<file path="src/rtl/csr_trap_sequencer_pkg.sv">
// Shared definitions for the user-mode CSR trap sequencer: FSM states,
// CSR addresses, ustatus bit positions and trap cause codes.
package csr_trap_sequencer_pkg;

  typedef enum logic [2:0] {
    IDLE,
    T_EPC,
    T_CAUSE,
    T_TVAL,
    T_STATUS,
    T_VEC,
    U_STATUS,
    REDIR
  } stateE;

  localparam logic [11:0] CSR_USTATUS = 12'h000;
  localparam logic [11:0] CSR_UTVEC   = 12'h005;
  localparam logic [11:0] CSR_UEPC    = 12'h041;
  localparam logic [11:0] CSR_UCAUSE  = 12'h042;
  localparam logic [11:0] CSR_UTVAL   = 12'h043;

  localparam int unsigned USTATUS_UIE  = 0;
  localparam int unsigned USTATUS_UPIE = 4;

  localparam logic [3:0] CAUSE_FETCH_MISALIGNED = 4'd0;
  localparam logic [3:0] CAUSE_ILLEGAL_INST     = 4'd2;
  localparam logic [3:0] CAUSE_LOAD_MISALIGNED  = 4'd4;
  localparam logic [3:0] CAUSE_STORE_MISALIGNED = 4'd6;

endpackage

</file>
<file path="src/rtl/csr_trap_sequencer_trap_target_calc.sv">
// Trap redirect target from UTVEC. Vectored interrupt dispatch is built in
// only when VECTORED_TRAP_EN is defined; otherwise the mode bits are ignored.
module trap_target_calc
  import csr_trap_sequencer_pkg::*;
#(
  parameter int unsigned XLEN = 32
) (
  input  logic [XLEN-1:0] iUtvec,
  input  logic            iIsIrq,
  input  logic [3:0]      iCause,
  output logic [XLEN-1:0] oTarget
);

  logic [XLEN-1:0] base;

  assign base = {iUtvec[XLEN-1:2], 2'b00};

`ifdef VECTORED_TRAP_EN
  always_comb begin
    oTarget = base;
    if (iIsIrq && (iUtvec[1:0] == 2'b01))
      oTarget = base + XLEN'({iCause, 2'b00});
  end
`else
  logic unusedModeBits;
  assign unusedModeBits = ^{iUtvec[1:0], iIsIrq, iCause};
  assign oTarget = base;
`endif

endmodule

</file>
<file path="src/rtl/csr_trap_sequencer.sv">
// Owner of the user-mode CSR file write port: trap entry, uret return and
// datapath CSR-instruction writes. Optional macro: VECTORED_TRAP_EN.
module csr_trap_sequencer
  import csr_trap_sequencer_pkg::*;
#(
  parameter int unsigned XLEN   = 32,
  parameter int unsigned CSR_AW = 12
) (
  input  logic              iCLK,
  input  logic              iRST,
  input  logic              iTrapReq,
  input  logic              iTrapIsIrq,
  input  logic [3:0]        iTrapCause,
  input  logic [XLEN-1:0]   iTrapPC,
  input  logic [XLEN-1:0]   iTrapVal,
  input  logic              iUret,
  input  logic              iCsrWrReq,
  input  logic [CSR_AW-1:0] iCsrWrAddr,
  input  logic [XLEN-1:0]   iCsrWrData,
  output logic              oCsrWrAck,
  output logic              oCsrWe,
  output logic [CSR_AW-1:0] oCsrAddr,
  output logic [XLEN-1:0]   oCsrWData,
  output logic [CSR_AW-1:0] oCsrRdAddr,
  input  logic [XLEN-1:0]   iCsrRdData,
  output logic              oPCLoad,
  output logic [XLEN-1:0]   oPCTarget,
  output logic              oStall,
  output logic              oTrapAck,
  output logic              oOverrun
);

  stateE           state, stateNext;
  logic [3:0]      causeQ;
  logic            isIrqQ;
  logic [XLEN-1:0] pcQ, valQ, targetQ;
  logic            overrunQ;
  logic            secondHalf;
  logic [XLEN-1:0] statusSnap, statusRd, vecTarget;
  logic            idle, trapStart, uretStart, csrInstWr;

  assign idle      = (state == IDLE);
  assign trapStart = ~iRST & idle & iTrapReq;
  assign uretStart = ~iRST & idle & ~iTrapReq & iUret;
  assign csrInstWr = ~iRST & idle & ~iTrapReq & ~iUret & iCsrWrReq;

  trap_target_calc #(.XLEN(XLEN)) uTargetCalc (
    .iUtvec (iCsrRdData),
    .iIsIrq (isIrqQ),
    .iCause (causeQ),
    .oTarget(vecTarget)
  );

  // U_STATUS shares the read port: USTATUS in the first half (snapshotted at
  // the falling edge), UEPC in the second half, captured as target at the rise.
  assign statusRd = secondHalf ? statusSnap : iCsrRdData;

  always_comb begin
    stateNext  = state;
    oCsrWe     = 1'b0;
    oCsrWrAck  = 1'b0;
    oCsrAddr   = '0;
    oCsrWData  = '0;
    oCsrRdAddr = CSR_AW'(CSR_USTATUS);
    case (state)
      IDLE: begin
        if (trapStart) begin
          stateNext = T_EPC;
        end else if (uretStart) begin
          stateNext = U_STATUS;
        end else if (csrInstWr) begin
          oCsrWe    = 1'b1;
          oCsrWrAck = 1'b1;
          oCsrAddr  = iCsrWrAddr;
          oCsrWData = iCsrWrData;
        end
      end
      T_EPC: begin
        oCsrWe    = 1'b1;
        oCsrAddr  = CSR_AW'(CSR_UEPC);
        oCsrWData = pcQ;
        stateNext = T_CAUSE;
      end
      T_CAUSE: begin
        oCsrWe               = 1'b1;
        oCsrAddr             = CSR_AW'(CSR_UCAUSE);
        oCsrWData[XLEN-1]    = isIrqQ;
        oCsrWData[3:0]       = causeQ;
        stateNext            = T_TVAL;
      end
      T_TVAL: begin
        oCsrWe    = 1'b1;
        oCsrAddr  = CSR_AW'(CSR_UTVAL);
        oCsrWData = valQ;
        stateNext = T_STATUS;
      end
      T_STATUS: begin
        oCsrWe                  = 1'b1;
        oCsrAddr                = CSR_AW'(CSR_USTATUS);
        oCsrRdAddr              = CSR_AW'(CSR_USTATUS);
        oCsrWData               = iCsrRdData;
        oCsrWData[USTATUS_UPIE] = iCsrRdData[USTATUS_UIE];
        oCsrWData[USTATUS_UIE]  = 1'b0;
        stateNext               = T_VEC;
      end
      T_VEC: begin
        oCsrRdAddr = CSR_AW'(CSR_UTVEC);
        stateNext  = REDIR;
      end
      U_STATUS: begin
        oCsrWe                  = 1'b1;
        oCsrAddr                = CSR_AW'(CSR_USTATUS);
        oCsrRdAddr              = secondHalf ? CSR_AW'(CSR_UEPC) : CSR_AW'(CSR_USTATUS);
        oCsrWData               = statusRd;
        oCsrWData[USTATUS_UIE]  = statusRd[USTATUS_UPIE];
        oCsrWData[USTATUS_UPIE] = 1'b1;
        stateNext               = REDIR;
      end
      REDIR:   stateNext = IDLE;
      default: stateNext = IDLE;
    endcase
  end

  always_ff @(posedge iCLK or posedge iRST) begin
    if (iRST) begin
      state    <= IDLE;
      causeQ   <= '0;
      isIrqQ   <= 1'b0;
      pcQ      <= '0;
      valQ     <= '0;
      targetQ  <= '0;
      overrunQ <= 1'b0;
    end else begin
      state <= stateNext;
      if (trapStart) begin
        causeQ <= iTrapCause;
        isIrqQ <= iTrapIsIrq;
        pcQ    <= iTrapPC;
        valQ   <= iTrapVal;
      end
      if (state == T_VEC)
        targetQ <= vecTarget;
      else if (state == U_STATUS)
        targetQ <= iCsrRdData;
      if (!idle && (iTrapReq || iUret))
        overrunQ <= 1'b1;
    end
  end

  always_ff @(negedge iCLK or posedge iRST) begin
    if (iRST) begin
      secondHalf <= 1'b0;
      statusSnap <= '0;
    end else begin
      secondHalf <= (state == U_STATUS);
      if ((state == U_STATUS) && !secondHalf)
        statusSnap <= iCsrRdData;
    end
  end

  assign oPCLoad   = (state == REDIR);
  assign oPCTarget = targetQ;
  assign oStall    = ~iRST & (~idle | iTrapReq | iUret);
  assign oTrapAck  = trapStart;
  assign oOverrun  = overrunQ;

endmodule

</file>
<file path="config.mk">
export PLATFORM = sky130hd
export DESIGN_NAME = csr_trap_sequencer
export DESIGN_NICKNAME = d
export VERILOG_FILES = /design/src/rtl/csr_trap_sequencer_pkg.sv /design/src/rtl/csr_trap_sequencer_trap_target_calc.sv /design/src/rtl/csr_trap_sequencer.sv
export SDC_FILE = /design/constraint.sdc
export NUM_CORES = 1
export LEC_CHECK = 0
export CELL_PAD_IN_SITES_DETAIL_PLACEMENT = 2
export CELL_PAD_IN_SITES_GLOBAL_PLACEMENT = 2
export CORE_ASPECT_RATIO = 0.9
export CORE_MARGIN = 2
export CORE_UTILIZATION = 30
export DETAILED_ROUTE_END_ITERATION = 10
export PLACE_DENSITY_LB_ADDON = 0.1
export SLEW_MARGIN = 30
export SYNTH_ARGS = -nofsm -noshare
export SYNTH_HDL_FRONTEND = slang
export SYNTH_HIERARCHICAL = 1
export SYNTH_SLANG_ARGS = --single-unit
</file>
<file path="constraint.sdc">
create_clock -name iCLK -period 7.2 [get_ports iCLK]
set_input_delay 1.44 -clock iCLK [delete_from_list [all_inputs] [get_ports iCLK]]
set_output_delay 1.44 -clock iCLK [all_outputs]
set_load 0.01 [all_outputs]
</file>
==> summary.txt <==
outcome: completed
sequential power share: 0.326
kind of critical path: reg -> out
Hold Vio Cnt, Final: 0
Finished Core Util: 0.434
chip height: 150 um
unrepaired setup endpoints after global routing: yes
Cell variety after synth: 36
CP Launch Type: flip-flop
Worst Tran Pin Value: 0.928 ns
vias in the first global route: 6,340
DP Worst Slack: 0.124 ns
area of the multi-input gates: 3200 um^2
main flop type after synthesis: dfrtp_1
sequential element share of the synthesized area: 0.485
Syn Inst Count: 636
Filler cells: 2,419
CTS tree: done
cell family with most CP delay: buffers and inverters
total gr overflow: 0
Die ar.: 24,800 um^2
number of synthesized register bits: 137
Crit path required time: 5.76 ns
vias per inst: 4.85
Reg2Reg Depth: 4
Clk pwr share: 0.196
post-synth top area share: 0.372
Int Power: 2.63 mW
final worst setup slack: 0.0906 ns
WL final: 24.6 mm
Die Width: 166 um
Nets: 986
Adder-Cell Fraction of Synth Area: 0.00177
Reg2Reg Setup Slack: 1.23 ns
switch share: 0.383
drt initial violations: 223
worst r2r dst: statusSnap[25]
Critical Path AT: 5.67 ns
crit-path max cell delay: 0.42 ns
Clock Path Buffers: 2
cts-stage hold buffer count: 0
multiplexer share of the synthesized area: 0.254
Seq. cell area: 3430 um^2
largest net degree at the start of global routing: 71
H-tree depth: 4
final setup vio count: 0
std cell rows: 53
first-pass GRT wire length: 38.1 mm
Starting Density: 0.304
CTS clk-pin slew, worst paths: 0.05 ns
Crit-path slowest cell: dfrtn_1
antenna violations before repair: 0
number of synthesized flops with an enable pin: 0
Clock Skews: 0.0273 ns
Num CTS Buffers: 17
root buf cell: clkbuf_16
WL/cell: 21.4 um
detailed-placement wirelength estimate: 18.6 mm
slew margin rel.: 0.382
worst hold path type: reg -> reg
DRC viols: 0
Overall Global Routing Usage: 0.203
# Max-Cap Violations: 0
post-synth top area cell: dfrtp_1
reg2reg start: state[2]
routed vias: 5,580
core area: 23,300 um^2
worst hold path depth: 1
Antenna Nets Post-Route: 0
Compound-Gate Fraction of Synth Area: 0.100
HP Start: statusSnap[3]
Leak: 4.48 nW
CP bufs+invs: 2
Combinational Power Share: 0.477
TritonCTS Sinks: 137
Post-Synth XOR/XNOR Area: 0
syn_area_per_cell: 11.1 um^2
hold endpoint: statusSnap[3]
share of cells above drive strength 1: 0.203
mapped cell area: 7070 um^2
main combinational cell family by area after synthesis: multiplexers
switching pwr: 1.63 mW
YS warnings: 6
Worst setup EP type: primary output
Cell Area, Placed: 9480 um^2
I/O Buffers: 234
PD cells: 422 nW/um^2
asr flop ratio synth: 1.00
GPL Wtd Cong: 0.798
Finished Cell Area: 10,100 um^2
ant diodes: 0
Worst-Skew Late Latency: 0.42 ns
critical path, cell by cell: buf_4 > nand2_2 > mux2_4 > a222oi_1 > nor2_1 > dlygate4sd2_1
area grow syn2layout: 42.9%
Simple-Gate Fraction of Synth Area: 0.0814
first-pass iteration count of the detailed router: 4
pins over their slew limit: 0
setup_tns: 0 ns
# IOs: 244
main area contributors after synthesis: dfrtp_1, mux2_2, dfrtn_1, mux2i_1, buf_4
worst vdd ir: 0.136 mV
Max FO, Critical Path: 4
[power groups by stage]
stage / combinational, mW / sequential (mW) / clock (mW)
finish: 2.03 / 1.39 / 0.836
global route: 2.22 / 1.45 / 0.896
CTS: 2.08 / 1.39 / 0.863
detailed placement: 2.07 / 1.41 / 0
global placement: 1.99 / 1.37 / 0
floorplan: 1.18 / 1.36 / 0
[layer usage]
layer,part of all wire,vias to the layer above,global-route usage
li1,-,2606,-
met1,0.48,2817,0.277
met2,0.47,145,0.331
met3,0.044,12,0.0450
met4,0.0068,0,0.0448
met5,0,-,0
[area by class of cell]
type,instances,area share
multi-input cells,420,0.317
flip-flops and latches,137,0.340
inverters,5,0.00223
well taps,302,0.0374
clock buffers,18,0.0425
repair buffers,254,0.249
clock inverters,14,0.0126
[cell families after synthesis]
kind of cell	count (synthesis)
AO/OA/AOI/OAI	110
adder cells (fa/ha/maj)	1
buffers and inverters	89
flip-flops	137
multiplexers	166
other	2
AND/OR/NAND/NOR	131
[state kept, by name, indices dropped and copies added (netlist names)]
register and count:
pcQ 32, oOverrun 1, secondHalf 1, statusSnap 31, state 3, oPCTarget 32, isIrqQ 1, causeQ 4
valQ 32
[cells in the mapped netlist, drive strengths merged (2+ instances only)]
library cell,instances
nor2,39
a21oi,33
and2,9
buf,72
nor2b,3
nand2,67
conb,2
a22o,3
a222oi,3
o21ai,36
mux2i,61
inv,5
a221oi,29
nand2b,2
nand3,2
nor3,2
a32oi,2
dfrtn,32
clkbuf,12
mux2,105
dfrtp,105
or2,3
[placed cells by master, fill, tap and decap left out, types with 3 or more instances in the layout]
master / Yosys / routed
a21oi_1: 32 / 32
a221oi_1: 29 / 27
a222oi_1: 3 / 3
a22o_1: 3 / 3
and2_1: 9 / 9
buf_12: 0 / 4
buf_4: 47 / 15
clkbuf_16: 0 / 17
clkdlybuf4s15_1: 0 / 3
clkdlybuf4s50_1: 0 / 203
clkinvlp_4: 0 / 5
conb_1: 2 / 11
dfrtn_1: 32 / 32
dfrtp_1: 105 / 104
dlygate4sd2_1: 0 / 28
inv_1: 5 / 4
inv_6: 0 / 5
inv_8: 0 / 4
mux2_2: 103 / 101
mux2i_1: 61 / 61
nand2_1: 67 / 65
nor2_1: 38 / 38
nor2b_1: 3 / 3
o21ai_0: 35 / 35
or2_2: 3 / 3
[how the worst max path moves through the flow]
stage	slack (ns)	cells after the start	end	startpoint
after CTS	0.04	6	oCsrWData[1]	secondHalf
after global routing	-0.01	6	oCsrWData[2]	secondHalf
final	0.09	6	oCsrWData[2]	secondHalf
after global placement	-0.13	5	oCsrWData[30]	secondHalf
after detailed placement	0.12	5	oCsrWData[30]	secondHalf
after floorplan	0.56	1	secondHalf	iRST
[repair_timing]
item,4_1_cts,5_1_grt
pin swaps,1,2
buffers inserted,4,0
endpoints found under the setup margin,31,4
cloned,1,0
gates resized for setup,37,4
[through the flow]
| stage | hold slack [ns] | power (mW) | std cells |
|---|---|---|---|
| floorplan | 0.420 | 2.54 | 645 |
| global placement | 0.443 | 3.37 | 1113 |
| detailed placement | 0.453 | 3.48 | 1113 |
| CTS | 0.453 | 4.34 | 1150 |
| global route | 0.478 | 4.57 | 1150 |
| finish | 0.445 | 4.26 | 1150 |
No activity file was read; power rests on OpenSTA's default activity.
